File: src/rtl/gf_field_gen.sv
// Enumerates every element of GF(2^M) for a user-supplied reduction polynomial over a
// valid/ready stream. Define GF_FIELD_GEN_PRIM_CHECK_EN to add the primitivity check (poly_err_o).
module gf_field_gen #(
  parameter int unsigned M = 8
) (
  input  logic         clk_i,
  input  logic         rst_ni,
  input  logic         start_i,
  input  logic [M-1:0] poly_i,
  output logic         busy_o,
  output logic         elem_valid_o,
  input  logic         elem_ready_i,
  output logic [M-1:0] elem_o,
  output logic [M:0]   elem_idx_o,
  output logic         last_o,
  output logic         done_o
`ifdef GF_FIELD_GEN_PRIM_CHECK_EN
  ,
  output logic         poly_err_o
`endif
);

  if (M < 2 || M > 16) begin : gen_bad_m
    $error("gf_field_gen: M must be in 2..16");
  end

  typedef enum logic [1:0] {StIdle, StEmit, StFin} state_e;

  localparam logic [M:0]   LastIdx = {1'b0, {M{1'b1}}};
  localparam logic [M:0]   IdxOne  = {{M{1'b0}}, 1'b1};
  localparam logic [M-1:0] ElemOne = {{(M-1){1'b0}}, 1'b1};

  state_e         state_q, state_d;
  logic [M-1:0]   poly_q, poly_d;
  logic [M-1:0]   elem_q, elem_d;
  logic [M:0]     idx_q, idx_d;
  logic           armed_q;
  logic [M-1:0]   succ;
  logic           is_last;
  logic           accept;
  logic           xfer;

  // Blocks a start arriving on the very edge that releases reset.
  always_ff @(posedge clk_i or negedge rst_ni) begin
    if (!rst_ni) begin
      armed_q <= 1'b0;
    end else begin
      armed_q <= 1'b1;
    end
  end

  // Multiply by x modulo p(x); zero is special-cased to step onto alpha^0.
  always_comb begin
    succ = ElemOne;
    if (elem_q != '0) begin
      succ = {elem_q[M-2:0], 1'b0} ^ (elem_q[M-1] ? poly_q : '0);
    end
  end

  assign is_last = (idx_q == LastIdx);
  assign accept  = (state_q == StIdle) && start_i && armed_q;
  assign xfer    = (state_q == StEmit) && elem_ready_i;

`ifdef GF_FIELD_GEN_PRIM_CHECK_EN
  logic poly_err_q, poly_err_d;
  logic bad_succ;

  // A return to 1 (or collapse to 0) before the final index means p(x) is not primitive.
  assign bad_succ = (idx_q != '0) && ((succ == ElemOne) || (succ == '0));

  always_ff @(posedge clk_i or negedge rst_ni) begin
    if (!rst_ni) begin
      poly_err_q <= 1'b0;
    end else begin
      poly_err_q <= poly_err_d;
    end
  end

  assign poly_err_o = poly_err_q;
`endif

  always_comb begin
    state_d = state_q;
    poly_d  = poly_q;
    elem_d  = elem_q;
    idx_d   = idx_q;
`ifdef GF_FIELD_GEN_PRIM_CHECK_EN
    poly_err_d = poly_err_q;
`endif
    unique case (state_q)
      StIdle: begin
        if (accept) begin
          state_d = StEmit;
          poly_d  = poly_i;
          elem_d  = '0;
          idx_d   = '0;
`ifdef GF_FIELD_GEN_PRIM_CHECK_EN
          poly_err_d = 1'b0;
`endif
        end
      end
      StEmit: begin
        if (xfer) begin
          if (is_last) begin
            state_d = StFin;
          end else begin
            elem_d = succ;
            idx_d  = idx_q + IdxOne;
`ifdef GF_FIELD_GEN_PRIM_CHECK_EN
            if (bad_succ) begin
              poly_err_d = 1'b1;
              state_d    = StFin;
            end
`endif
          end
        end
      end
      StFin: begin
        state_d = StIdle;
      end
      default: begin
        state_d = StIdle;
      end
    endcase
  end

  always_ff @(posedge clk_i or negedge rst_ni) begin
    if (!rst_ni) begin
      state_q <= StIdle;
      poly_q  <= '0;
      elem_q  <= '0;
      idx_q   <= '0;
    end else begin
      state_q <= state_d;
      poly_q  <= poly_d;
      elem_q  <= elem_d;
      idx_q   <= idx_d;
    end
  end

  assign busy_o       = (state_q != StIdle);
  assign elem_valid_o = (state_q == StEmit);
  assign done_o       = (state_q == StFin);
  assign last_o       = elem_valid_o && is_last;
  assign elem_o       = elem_q;
  assign elem_idx_o   = idx_q;

endmodule

File: config.mk
export PLATFORM = sky130hd
export DESIGN_NAME = gf_field_gen
export DESIGN_NICKNAME = d
export VERILOG_FILES = /design/src/rtl/gf_field_gen.sv
export SDC_FILE = /design/constraint.sdc
export NUM_CORES = 1
export LEC_CHECK = 0
export ABC_CLOCK_PERIOD_IN_PS = 5050
export BUFFER_PORTS_ARGS = -buffer_cell sky130_fd_sc_hd__buf_2
export CAP_MARGIN = 30
export CORE_MARGIN = 10
export CORE_UTILIZATION = 56
export CTS_CLUSTER_SIZE = 8
export DETAILED_ROUTE_END_ITERATION = 12
export GPL_TIMING_DRIVEN = 0
export PLACE_DENSITY_LB_ADDON = 0.08
export SYNTH_ARGS = -nofsm -noshare
export SYNTH_HDL_FRONTEND = slang
export SYNTH_SLANG_ARGS = --single-unit
File: constraint.sdc
create_clock -name clk_i -period 5.05 [get_ports clk_i]
set_clock_uncertainty 0.05 [all_clocks]
set_input_delay 1.01 -clock clk_i [delete_from_list [all_inputs] [get_ports clk_i]]
set_output_delay 1.01 -clock clk_i [all_outputs]
set_load 0.005 [all_outputs]
Word-level counts from Yosys, hierarchy flattened
Index checks and enable logic that the tools add are counted.

Register bits after elaboration: 28. Logic and storage cells: 39. Input bits: 12.

$add $sub $neg: 1. Bitwise gates (word level): 1. Multiplexer cells: 14. Eq/ne operators: 7. Reductions and logical operators: 11.

Operators with widths (number): $mux W8 (5); $mux W9 (3); $pmux W9 S2 (1); $pmux W8 S2 (1); $add A9 B1 Y9 const B (1); $eq A9 B8 Y1 const B (1); $reduce_bool A8 Y1 (1); $xor A8 B8 Y8 (1); $mux W2 (3); $logic_and A1 B1 Y1 (4); $ne A2 B1 Y1 const B (2); $ne A2 B2 Y1 const B (2); $pmux W2 S2 (1); $reduce_and A4 Y1 (1); $reduce_bool A2 Y1 (2); $reduce_and A3 Y1 (1); $eq A2 B1 Y1 const B (1); $eq A2 B2 Y1 const B (1); $logic_not A2 Y1 (1); $reduce_and A2 Y1 (1).

Depth between registers and ports, before layout
Depth in word-level cells: 6. Gate-level depth with buffers: 8. Mapped depth without buffers: 7.

Worst setup path after synthesis
No wires, ideal clock.

Path kind: reg2out. Start point: register idx_q[0] (netlist: elem_idx_o[0]). End point: output last_o. Stages on the path, launching flop included: 6. Slack: 2860 ps. Data required time: 3990 ps. Arrival time: 1130 ps. Path through: dfrtp_1 -> ha_1 -> nand2_1 -> nor3_1 -> ha_1 -> and2_1.

Longest elaborated chain between the ends: 2.

Ends and longest elaborated chain: start: declaration (line 36) `logic [M:0] idx_q, idx_d;`; start signal: assignment (line 137) `idx_q <= idx_d;`; $eq A9 B8 Y1 (line 60) `assign is_last = (idx_q == LastIdx);`; $logic_and A1 B1 Y1 (line 144) `assign last_o = elem_valid_o && is_last;`; end: declaration (line 15) `output logic last_o,`.

Every way passes these cells.

Worst setup path in the final report
Ends and elaborated chain as after synthesis.

==> impl_results.md <==
- Ant diodes: 0
- Initial antenna violation count: 0
- Number of nets in the layout: 178
- Seq/Total Area, Yosys: 49.34%
- Setup bufs post-CTS: 0
- Routability cong.: 0.7614
- Final core occ: 67.38%
- Total gr overflow: 0
- Hold-fix buffers, CTS: 0
- Initial Util: 57.85%
- Clock Latency Late Sink: 0.33 ns
- Rel. slew slack: 58.07%
- Top cells by area, synth: dfrtp_1 (49%), mux2_2 (6.3%), nand4bb_4 (3.9%)
- Reg clk slew, reported paths: 0.15 ns
- Area Growth Syn to Fin: 16.48%
- Longest Clk Path Bufs: 2
- Syn_nets: 141
- CTS tree: built
- Die Y: 70.36 µm
- Slowest cell on the critical path: dfrtp_1
- Final setup fails: 0
- Synth Cell Area: 1420 µm²
- Drt wl/cell: 15.91 µm
- Register Area: 700.7 µm²
- Final Cycle Share: 54.89%
- DR vias/cell: 5.596
- Die ar.: 4950 µm²
- Synth cell types: 37
- Synth area leader: dfrtp_1
- CP Max Fanout: 5
- DP Wirelength: 2316 µm
- Crit Path Category: register to output pin
- # IOs: 33
- Iter 0 DRT Violations: 96
- DR vias: 1080
- Fin. max-slew vios: 0
- Post-synth EDFFs: 0
- Slew of the pin with the lowest slew margin: 0.6290 ns
- Synthesized flop and latch total: 28
- Crit path cell chain: ha_1 > nand2_1 > nor3_1 > ha_1 > and2_1 > buf_2
- PortBufs: 32
- Rows: 18
- Final Hold Fails: 0
- ANT nets after route: 0
- Num CTS Buffers: 3
- Core area: 2455 µm²
- Pwr Density: 424.3 nW/µm²
- Post-synth top cells: dfrtp_1 (28), nand2_1 (13), nand3_1 (9)
- Fill count: 207
- Largest net degree at the start of global routing: 29
- Worst reg-to-reg setup slack: 2.95 ns
- Chip Width: 70.36 µm
- F_max: 360.8 MHz
- Root Buffer: clkbuf_4
- Pleak: 0.8148 nW
- Synth Area per Inst: 11.18 µm²
- Fin crit period: 2.772 ns
- Asr flop ratio synth: 100.0%
- Critical Path Start Type: register
- Multi-input gate area: 658.1 µm²
- Yosys warns: 0
- Max stage delay on crit path: 0.43 ns
- # clock sinks: 28
- Total Routing Usage GR: 12.55%
- CP Data Required Time: 3.99 ns
- Most frequent cell after synthesis: dfrtp_1
- Global-route wire length before repair: 5402 µm
- Layout cells sized above 1: 34.36%
- Synth top area share: 49.34%
- PostCTS Resize Cnt: 0
- DR pass1 iterations: 4
- Cell mode on critical path: ha_1
- Path type of the worst min-delay path: register to register
- Outcome: finished, final reports clean
- Worst IR Drop VDD: 306.1 µV
- Setup TNS: 0 ns
- Syn Inst Count: 127
- DRC viols: 0
- Top_reg_cell synth: dfrtp_1
- Pwr Total: 701.8 µW
- Vias in the first global route: 1188
- Final WL: 3071 µm
- Max-Cap Viols: 0
- RSZ-0062 raised after global routing: false
- CTS H-tree depth: 1
- Crit end category: output pin
- Worst path arrival time: 1.71 ns
==> metrics by stage <==
stage          std cells  hold slack [ns]  area, µm²  worst slack (ns)
6_report             193           0.4630       1654             2.278
5_1_grt              193           0.4728       1654             2.063
4_1_cts              193           0.4429       1654             2.250
2_1_floorplan        127           0.4196       1420             2.860
3_5_place_dp         189           0.4234       1618             2.643
3_3_place_gp         189           0.4181       1618             2.625
==> critical path, delay by kind of cell (launching register included) <==
| family | cells | cell delay, ns |
|---|---|---|
| buf+inv | 1 | 0.10 |
| fa+ha+maj | 2 | 0.45 |
| simple gates | 3 | 0.39 |
| flops | 1 | 0.43 |
==> placed cells by master (no fill, tap or decap), types with 2 or more instances in the layout <==
cell type  Yosys  final
ha_1           2      2
nor3_1         3      3
xnor2_1        6      6
nor4_1         2      2
a22oi_1        2      2
a31o_1         5      5
inv_1          4      4
and3_1         8      8
nand2_1       13     13
clkbuf_4       0      3
o21ai_0        5      5
mux2i_1        3      3
nand4bb_4      2      2
buf_6          2      2
mux2_2         8      8
buf_2          4     36
dfrtp_1       28     28
nor2b_1        2      2
nand3_1        9      9
==> final cells by class <==
type	instances	area share [%]
timing repair buffer	32	9.682
inverter	4	0.9077
multi-input combinational	88	39.79
buffer	7	2.799
clock buffer	4	2.194
tap	30	2.269
sequential	28	42.36
==> flip-flops by register name (all words and copies together) (netlist names) <==
signal and cells:
poly_q 8, elem_o 8, armed_q 1, state_q 2, elem_idx_o 9
==> final timing paths <==
path | cells after the start | startpoint | to
worst min register to register | 1 | elem_idx_o[7]$_DFFE_PN0P_ | elem_idx_o[7]$_DFFE_PN0P_
min in group asynchronous | 1 | rst_ni | elem_idx_o[7]$_DFFE_PN0P_
worst max register to register | 8 | elem_idx_o[0]$_DFFE_PN0P_ | elem_idx_o[4]$_DFFE_PN0P_
worst max-delay path | 6 | elem_idx_o[0]$_DFFE_PN0P_ | last_o
worst min-delay path | 1 | elem_idx_o[7]$_DFFE_PN0P_ | elem_idx_o[7]$_DFFE_PN0P_
max in group asynchronous | 1 | rst_ni | elem_o[6]$_DFFE_PN0P_
==> per-layer routing <==
| metal | track usage, % | part of all wire (%) | up-vias |
|---|---|---|---|
| li1 | - | - | 526 |
| met1 | 14.96 | 43 | 528 |
| met2 | 21.86 | 50 | 24 |
| met3 | 3.249 | 5.9 | 2 |
| met4 | 2.632 | 0.39 | 0 |
| met5 | 0 | 0 | - |
==> where the power goes <==
group	switching [mW]	internal (mW)	leakage, nW
Sequential	0.0618	0.286	0.363
Combinational	0.113	0.131	0.431
Clock	0.0656	0.0441	0.0210
==> cell families after synthesis <==
family	after synthesis	share of synthesized area (%)
compound gates	18	9.163
mux	11	8.458
flops	28	49.34
simple gates	49	22.38
xor+xnor	7	4.317
other cells	1	0.2641
buf+inv	11	4.317
fa+ha+maj	2	1.762
Note: power is estimated with default switching activity, not from simulation.
